===== src/rtl/uart_rx_frame_ctrl.sv =====
// Frame controller behind a UART receiver: hunts for a sync byte, buffers a
// length-prefixed payload, verifies its additive checksum and holds good frames.
module uart_rx_frame_ctrl #(
  parameter int unsigned           DATA_W         = 8,
  parameter int unsigned           MAX_LEN        = 16,
  parameter logic [DATA_W-1:0]     SYNC_BYTE      = 8'hA5,
  parameter int unsigned           TIMEOUT_CYCLES = 27000,
  localparam int unsigned          AW             = (MAX_LEN > 1) ? $clog2(MAX_LEN) : 1
) (
  input  logic              clk,
  input  logic              rst,
  input  logic              rx_data_ready,
  input  logic [DATA_W-1:0] rx_data,
  output logic              frame_valid,
  output logic [7:0]        frame_len,
  input  logic [AW-1:0]     rd_addr,
  output logic [DATA_W-1:0] rd_data,
  input  logic              frame_ack,
  output logic              err_len,
  output logic              err_checksum,
  output logic              err_timeout,
  output logic              err_overrun,
  output logic              busy
);

  localparam int unsigned TW = (TIMEOUT_CYCLES > 1) ? $clog2(TIMEOUT_CYCLES) : 1;

  typedef enum logic [2:0] {
    IDLE,
    LEN,
    PAYLOAD,
    CHECK,
    HOLD
  } state_e;

  state_e            state_q, state_d;
  logic [7:0]        len_q, len_d;
  logic [7:0]        idx_q, idx_d;
  logic [DATA_W-1:0] sum_q, sum_d;
  logic [TW-1:0]     cnt_q, cnt_d;
  logic [7:0]        frame_len_q, frame_len_d;
  logic              valid_q, valid_d;
  logic              err_len_q, err_len_d;
  logic              err_ck_q, err_ck_d;
  logic              err_to_q, err_to_d;
  logic              err_ov_q, err_ov_d;
  logic              wr_en;

  logic [DATA_W-1:0] mem [MAX_LEN];

  logic is_sync;
  logic len_bad;
  assign is_sync = (rx_data == SYNC_BYTE);
  assign len_bad = (rx_data == '0) || (rx_data > DATA_W'(MAX_LEN));

  always_comb begin
    // NOTE: every signal gets a default before the case so no path leaves it unassigned (no latch).
    state_d     = state_q;
    len_d       = len_q;
    idx_d       = idx_q;
    sum_d       = sum_q;
    cnt_d       = '0;
    frame_len_d = frame_len_q;
    err_len_d   = 1'b0;
    err_ck_d    = 1'b0;
    err_to_d    = 1'b0;
    err_ov_d    = 1'b0;
    wr_en       = 1'b0;

    unique case (state_q)
      IDLE: begin
        if (rx_data_ready && is_sync) state_d = LEN;
      end

      LEN, PAYLOAD, CHECK: begin
        // A byte arriving on the limit cycle takes priority over the timeout.
        if (rx_data_ready) begin
          unique case (state_q)
            LEN: begin
              if (len_bad) begin
                err_len_d = 1'b1;
                state_d   = IDLE;
              end else begin
                len_d   = 8'(rx_data);
                sum_d   = rx_data;
                idx_d   = '0;
                state_d = PAYLOAD;
              end
            end
            PAYLOAD: begin
              wr_en = 1'b1;
              sum_d = sum_q + rx_data;
              idx_d = idx_q + 8'd1;
              if (idx_q == len_q - 8'd1) state_d = CHECK;
            end
            default: begin
              if (rx_data == sum_q) begin
                frame_len_d = len_q;
                state_d     = HOLD;
              end else begin
                err_ck_d = 1'b1;
                state_d  = IDLE;
              end
            end
          endcase
        end else if (cnt_q == TW'(TIMEOUT_CYCLES - 1)) begin
          err_to_d = 1'b1;
          state_d  = IDLE;
        end else begin
          cnt_d = cnt_q + 1'b1;
        end
      end

      HOLD: begin
        // Ack releases the buffer; a same-cycle byte is then judged as an IDLE byte.
        if (frame_ack) begin
          state_d = (rx_data_ready && is_sync) ? LEN : IDLE;
        end else if (rx_data_ready) begin
          err_ov_d = 1'b1;
        end
      end

      default: state_d = IDLE;
    endcase

    valid_d = (state_d == HOLD);
  end

  // NOTE: sequential state uses non-blocking assignments so all flops update together at the edge.
  always_ff @(posedge clk) begin
    if (rst) begin
      state_q     <= IDLE;
      len_q       <= '0;
      idx_q       <= '0;
      sum_q       <= '0;
      cnt_q       <= '0;
      frame_len_q <= '0;
      valid_q     <= 1'b0;
      err_len_q   <= 1'b0;
      err_ck_q    <= 1'b0;
      err_to_q    <= 1'b0;
      err_ov_q    <= 1'b0;
    end else begin
      state_q     <= state_d;
      len_q       <= len_d;
      idx_q       <= idx_d;
      sum_q       <= sum_d;
      cnt_q       <= cnt_d;
      frame_len_q <= frame_len_d;
      valid_q     <= valid_d;
      err_len_q   <= err_len_d;
      err_ck_q    <= err_ck_d;
      err_to_q    <= err_to_d;
      err_ov_q    <= err_ov_d;
    end
  end

  // NOTE: the payload buffer has no reset; its contents only matter once a frame is held.
  always_ff @(posedge clk) begin
    if (wr_en) mem[idx_q[AW-1:0]] <= rx_data;
  end

  assign rd_data      = (int'(rd_addr) < MAX_LEN) ? mem[rd_addr] : '0;
  assign frame_valid  = valid_q;
  assign frame_len    = frame_len_q;
  assign err_len      = err_len_q;
  assign err_checksum = err_ck_q;
  assign err_timeout  = err_to_q;
  assign err_overrun  = err_ov_q;
  assign busy         = (state_q != IDLE);

endmodule


===== config.mk =====
export PLATFORM = sky130hd
export DESIGN_NAME = uart_rx_frame_ctrl
export DESIGN_NICKNAME = d
export VERILOG_FILES = /design/src/rtl/uart_rx_frame_ctrl.sv
export SDC_FILE = /design/constraint.sdc
export NUM_CORES = 1
export LEC_CHECK = 0
export BUFFER_PORTS_ARGS = -buffer_cell sky130_fd_sc_hd__buf_4
export CAP_MARGIN = 20
export CORE_AREA = 5 5 145 147
export DETAILED_ROUTE_END_ITERATION = 6
export DIE_AREA = 0 0 150 152
export SLEW_MARGIN = 0
export SYNTH_ARGS = -nofsm -noshare
export SYNTH_HDL_FRONTEND = slang
export SYNTH_SLANG_ARGS = --single-unit
export TNS_END_PERCENT = 100

===== constraint.sdc =====
create_clock -name clk -period 3.4 [get_ports clk]
set_input_delay 0.68 -clock clk [delete_from_list [all_inputs] [get_ports clk]]
set_output_delay 0.68 -clock clk [all_outputs]
set_load 0.005 [all_outputs]

=== Word level (Yosys, flattened, before mapping) ===
Memory sizes are Yosys's and may differ from the RTL's.
Cells that the tools add are included.
W data, S select, Z words.

* Bits in registers: 55
* Memories: 1
* Word-level logic and storage cells: 72
* Bits of input ports: 16
* Output and inout port bits: 22
* Bits in writable memories: 128

* Magnitude comparators: 1
* Mux-type cells: 23
* Add/subtract/negate cells: 4
* Reduce and logical (&&, ||, !) cells: 16
* Bitwise logic cells: 6
* Eq/ne operators: 10

{| class="wikitable"
|+ Memory list
! name !! words !! bits a word !! read ports !! clocked after Yosys merged registers in !! write ports !! line !! source
|-
| mem || 16 || 8 || 1 || 0 || 1 || 49 || <nowiki>logic [DATA_W-1:0] mem [MAX_LEN];</nowiki>
|}

{| class="wikitable"
|+ Operators with widths
! operator !! number
|-
| $pmux W8 S2 || 2
|-
| $mux W3 || 6
|-
| $eq A8 B8 Y1 || 2
|-
| $mux W8 || 2
|-
| $add A15 B1 Y15 const B || 1
|-
| $eq A15 B15 Y1 const B || 1
|-
| $reduce_and A4 Y1 || 3
|-
| $mux W1 || 10
|-
| $pmux W3 S3 || 1
|-
| $reduce_or A3 Y1 || 3
|-
| $add A8 B1 Y8 const B || 1
|-
| $add A8 B8 Y8 || 1
|-
| $eq A8 B8 Y1 const B || 1
|-
| $gt A8 B5 Y1 const B || 1
|-
| $logic_not A8 Y1 || 1
|-
| $reduce_or A4 Y1 || 2
|-
| $sub A8 B1 Y8 const B || 1
|-
| $eq A3 B2 Y1 const B || 2
|-
| $eq A3 B3 Y1 const B || 2
|-
| $not A1 Y1 || 6
|-
| $pmux W3 S2 || 1
|-
| $reduce_or A5 Y1 || 1
|-
| $eq A3 B1 Y1 const B || 1
|-
| $logic_not A3 Y1 || 1
|-
| other kinds (7) || 7
|}

=== Logic depth before layout (Yosys ltp) ===
* Depth in word-level cells: 7
* Gate-level depth with buffers: 9
* Depth with buffers taken out: 9

=== Worst setup path after synthesis ===
OpenSTA, ideal clock, no wires.

* Kind: in2out
* Start point: input port rd_addr[0]
* End point: output port rd_data[0]
* Stages on the path: 4
* Data required time: 2.720 ns
* Arrival time: 1.925 ns
* Path buffers: 2
* Slack: 0.795 ns
* Cell sequence: buf_6 -> buf_8 -> mux4_1 -> mux4_2

* Cells in the longest elaborated chain, start to end: 1

{| class="wikitable"
|+ Ends and longest elaborated chain
! what !! line !! source
|-
| start: declaration || 16 || <nowiki>input logic [AW-1:0] rd_addr,</nowiki>
|-
| $mem_v2 Z16 W8 || n/a ||
|-
| end: declaration || 17 || <nowiki>output logic [DATA_W-1:0] rd_data,</nowiki>
|}

Every way passes these cells.

=== Worst setup path in the final report ===
* Start point: input port rd_addr[0]
* End point: output port rd_data[1]

The elaborated chain is that of the path after synthesis.

==> reports/results.txt <==
Status -> finished clean
First-pass GRT wire length -> 25720 um
CP max FO -> 13
Worst Hold Class -> primary input to register
Predominant post-synthesis flop cell -> edfxtp_1
Worst EP required -> 2.72 ns
Adder-Cell Fraction of Synth Area -> 0.02320
Gr usage total -> 0.1475
Num rows -> 52
Critical path capture point type -> primary output
GRT overflow -> 0
Post-synth top area share -> 0.4882
Post-Syn Nets -> 560
DR vias -> 4428
Mapped cell area -> 7873 um^2
Ports -> 38
Post-synth EDFFs -> 128
Hold Vio Cnt, Final -> 0
# nets final -> 609
Fmax -> 328.7 MHz
Setup CP Type -> primary input to primary output
Initial antenna violation count -> 0
Cell taking the most area after synthesis -> edfxtp_1
Die ar. -> 22800 um^2
FFs w/ async S/R, synth -> 0
Pleak -> 3.041 nW
Worst-Margin Slew -> 0.7901 ns
Most frequent cells after synthesis -> edfxtp_1, nor2_1, dfxtp_1
P per Cell Area -> 497.9 nW/um^2
Mux cell area share after synthesis -> 0.1360
Die width -> 150 um
Post_cts resized -> 0
Combinational family with the most area after synthesis -> multiplexers
FF+latch count, synth -> 183
Final Core Density -> 0.4591
Synth Area in Compound Gates -> 0.03862
Drt initial violations -> 287
Post-synthesis xor/xnor area fraction -> 0.03544
CTS buffer count -> 17
Crit path arrival time -> 2.36 ns
Area delta synth->final -> 15.35%
Worst-path clk slew -> 0.07 ns
Synth Area per Inst -> 14.85 um^2
Largest net degree at the start of global routing -> 39
Max-slew violation count -> 0
Fin crit share -> 0.8947
Post-route ant nets -> 0
CTS sink count -> 183
Crit path launch type -> primary input
HPWL after detailed placement -> 10880 um
Relative slew slack -> 0.4713
Layout cells sized above 1 -> 0.1909
H-Tree Depth -> 4
Post-synthesis sequential area ratio -> 0.6281
Yosys synthesis warning count -> 0
Initial core utilization -> 0.3980
# DRC -> 0
Setup tns final -> 0 ns
Hold buffer count at CTS -> 0
Routed wire per std cell -> 18.71 um
Clock skew -> 0.01245 ns
Worst VDD drop -> 342.3 uV
Bufs on Longest Clock Path -> 2
Vias per cell -> 5.137
Syn Inst Count -> 530
Total setup buffers inserted after CTS -> 0
Maxcap violations -> 0
Synth area leaders -> edfxtp_1, dfxtp_1, mux4_1
Min Clock Period, post-route -> 3.042 ns
IO Port Bufs -> 37
Die H -> 152 um
Final setup violation count -> 0
Final WL -> 16130 um
Clk Latency, worst-skew pair -> 0.43 ns
First-pass DRT Iterations -> 5
Vias in the first global route -> 4568
Unique masters post-synth -> 57
Fillers -> 1794
Gpl congestion -> 0.7912
Root Driver -> clkbuf_16
Most frequent cell after synthesis -> edfxtp_1
CTS tree -> built
Synth Area in Simple Gates -> 0.1120
Antenna diodes -> 0
Core ar. -> 19780 um^2
Unrepaired setup endpoints after global routing -> false
==> worst max-delay path, stage by stage <==
cell and delay (ns):
buf_4 0.24, buf_4 0.21, mux4_1 0.57, mux4_2 0.50
buf_4 0.16
==> power breakdown <==
part	total, mW	switching, mW	internal, mW
logic	0.173	0.0918	0.0808
clock network	1.97	0.919	1.05
registers	2.38	0.0000509	2.38
==> state kept, by name, indices dropped and copies added, names as in the netlist <==
name / flops
frame_len: 8
frame_valid: 1
sum_q: 8
err_overrun: 1
len_q: 8
state_q: 3
cnt_q: 15
err_len: 1
err_checksum: 1
mem: 128
err_timeout: 1
idx_q: 8
==> routing by layer <==
layer	wire, um	GRT usage
met1	7089	0.2012
met2	7993	0.2382
met4	115	0.03137
met3	928	0.03962
met5	0	0
==> area by class of cell <==
cell class	count	area, um^2	area share
clock buffers	17	425.4	0.04684
clock inverters	15	176.4	0.01943
inverters	14	52.55	0.005787
multi-input cells	308	2719	0.2994
flip-flops and latches	183	4945	0.5445
well taps	270	337.8	0.03720
repair buffers	55	425.4	0.04684
==> path summary, 6_finish.rpt <==
kind	from	to	slack, ns	cells past startpoint
setup reg to reg	state_q[1]$_SDFF_PP0_	mem[9][5]$_DFFE_PP_	1.10	4
hold reg to reg	cnt_q[0]$_SDFF_PP0_	cnt_q[0]$_SDFF_PP0_	0.45	1
hold / removal	rx_data_ready	err_timeout$_SDFF_PP0_	0.45	2
setup / recovery	rd_addr[0]	rd_data[1]	0.36	5
==> placed cells by master, fill, tap and decap left out, types with 16 or more instances in the layout <==
cell / netlist / routed
edfxtp_1: 128 / 128
nor2_1: 57 / 57
dfxtp_1: 55 / 55
buf_4: 3 / 54
nand2_1: 27 / 27
mux4_1: 24 / 24
xnor2_1: 21 / 21
a21oi_1: 18 / 18
clkbuf_16: 0 / 17
mux4_2: 16 / 16
==> stage by stage <==
| stage | cells | power (mW) | hold slack, ns | instance area [um^2] | setup slack, ns |
|---|---|---|---|---|---|
| after floorplan | 530 | 2.528 | 0.4179 | 7873 | 0.7952 |
| after global placement | 830 | 2.597 | 0.4284 | 8479 | 0.4000 |
| after detailed placement | 830 | 2.602 | 0.4444 | 8479 | 0.3614 |
| after CTS | 862 | 4.570 | 0.4344 | 9081 | 0.3583 |
| after global routing | 862 | 4.682 | 0.4359 | 9081 | 0.3210 |
| final | 862 | 4.522 | 0.4464 | 9081 | 0.3579 |
==> cell families (layout without fill, tap and decap cells) <==
logic type / Yosys count / after routing
mux: 48 / 48
flops: 183 / 183
simple gates: 168 / 168
compound gates: 47 / 47
buf+inv: 39 / 101
xor+xnor: 31 / 31
fa+ha+maj: 14 / 14
No activity file was read; power rests on OpenSTA's default activity.
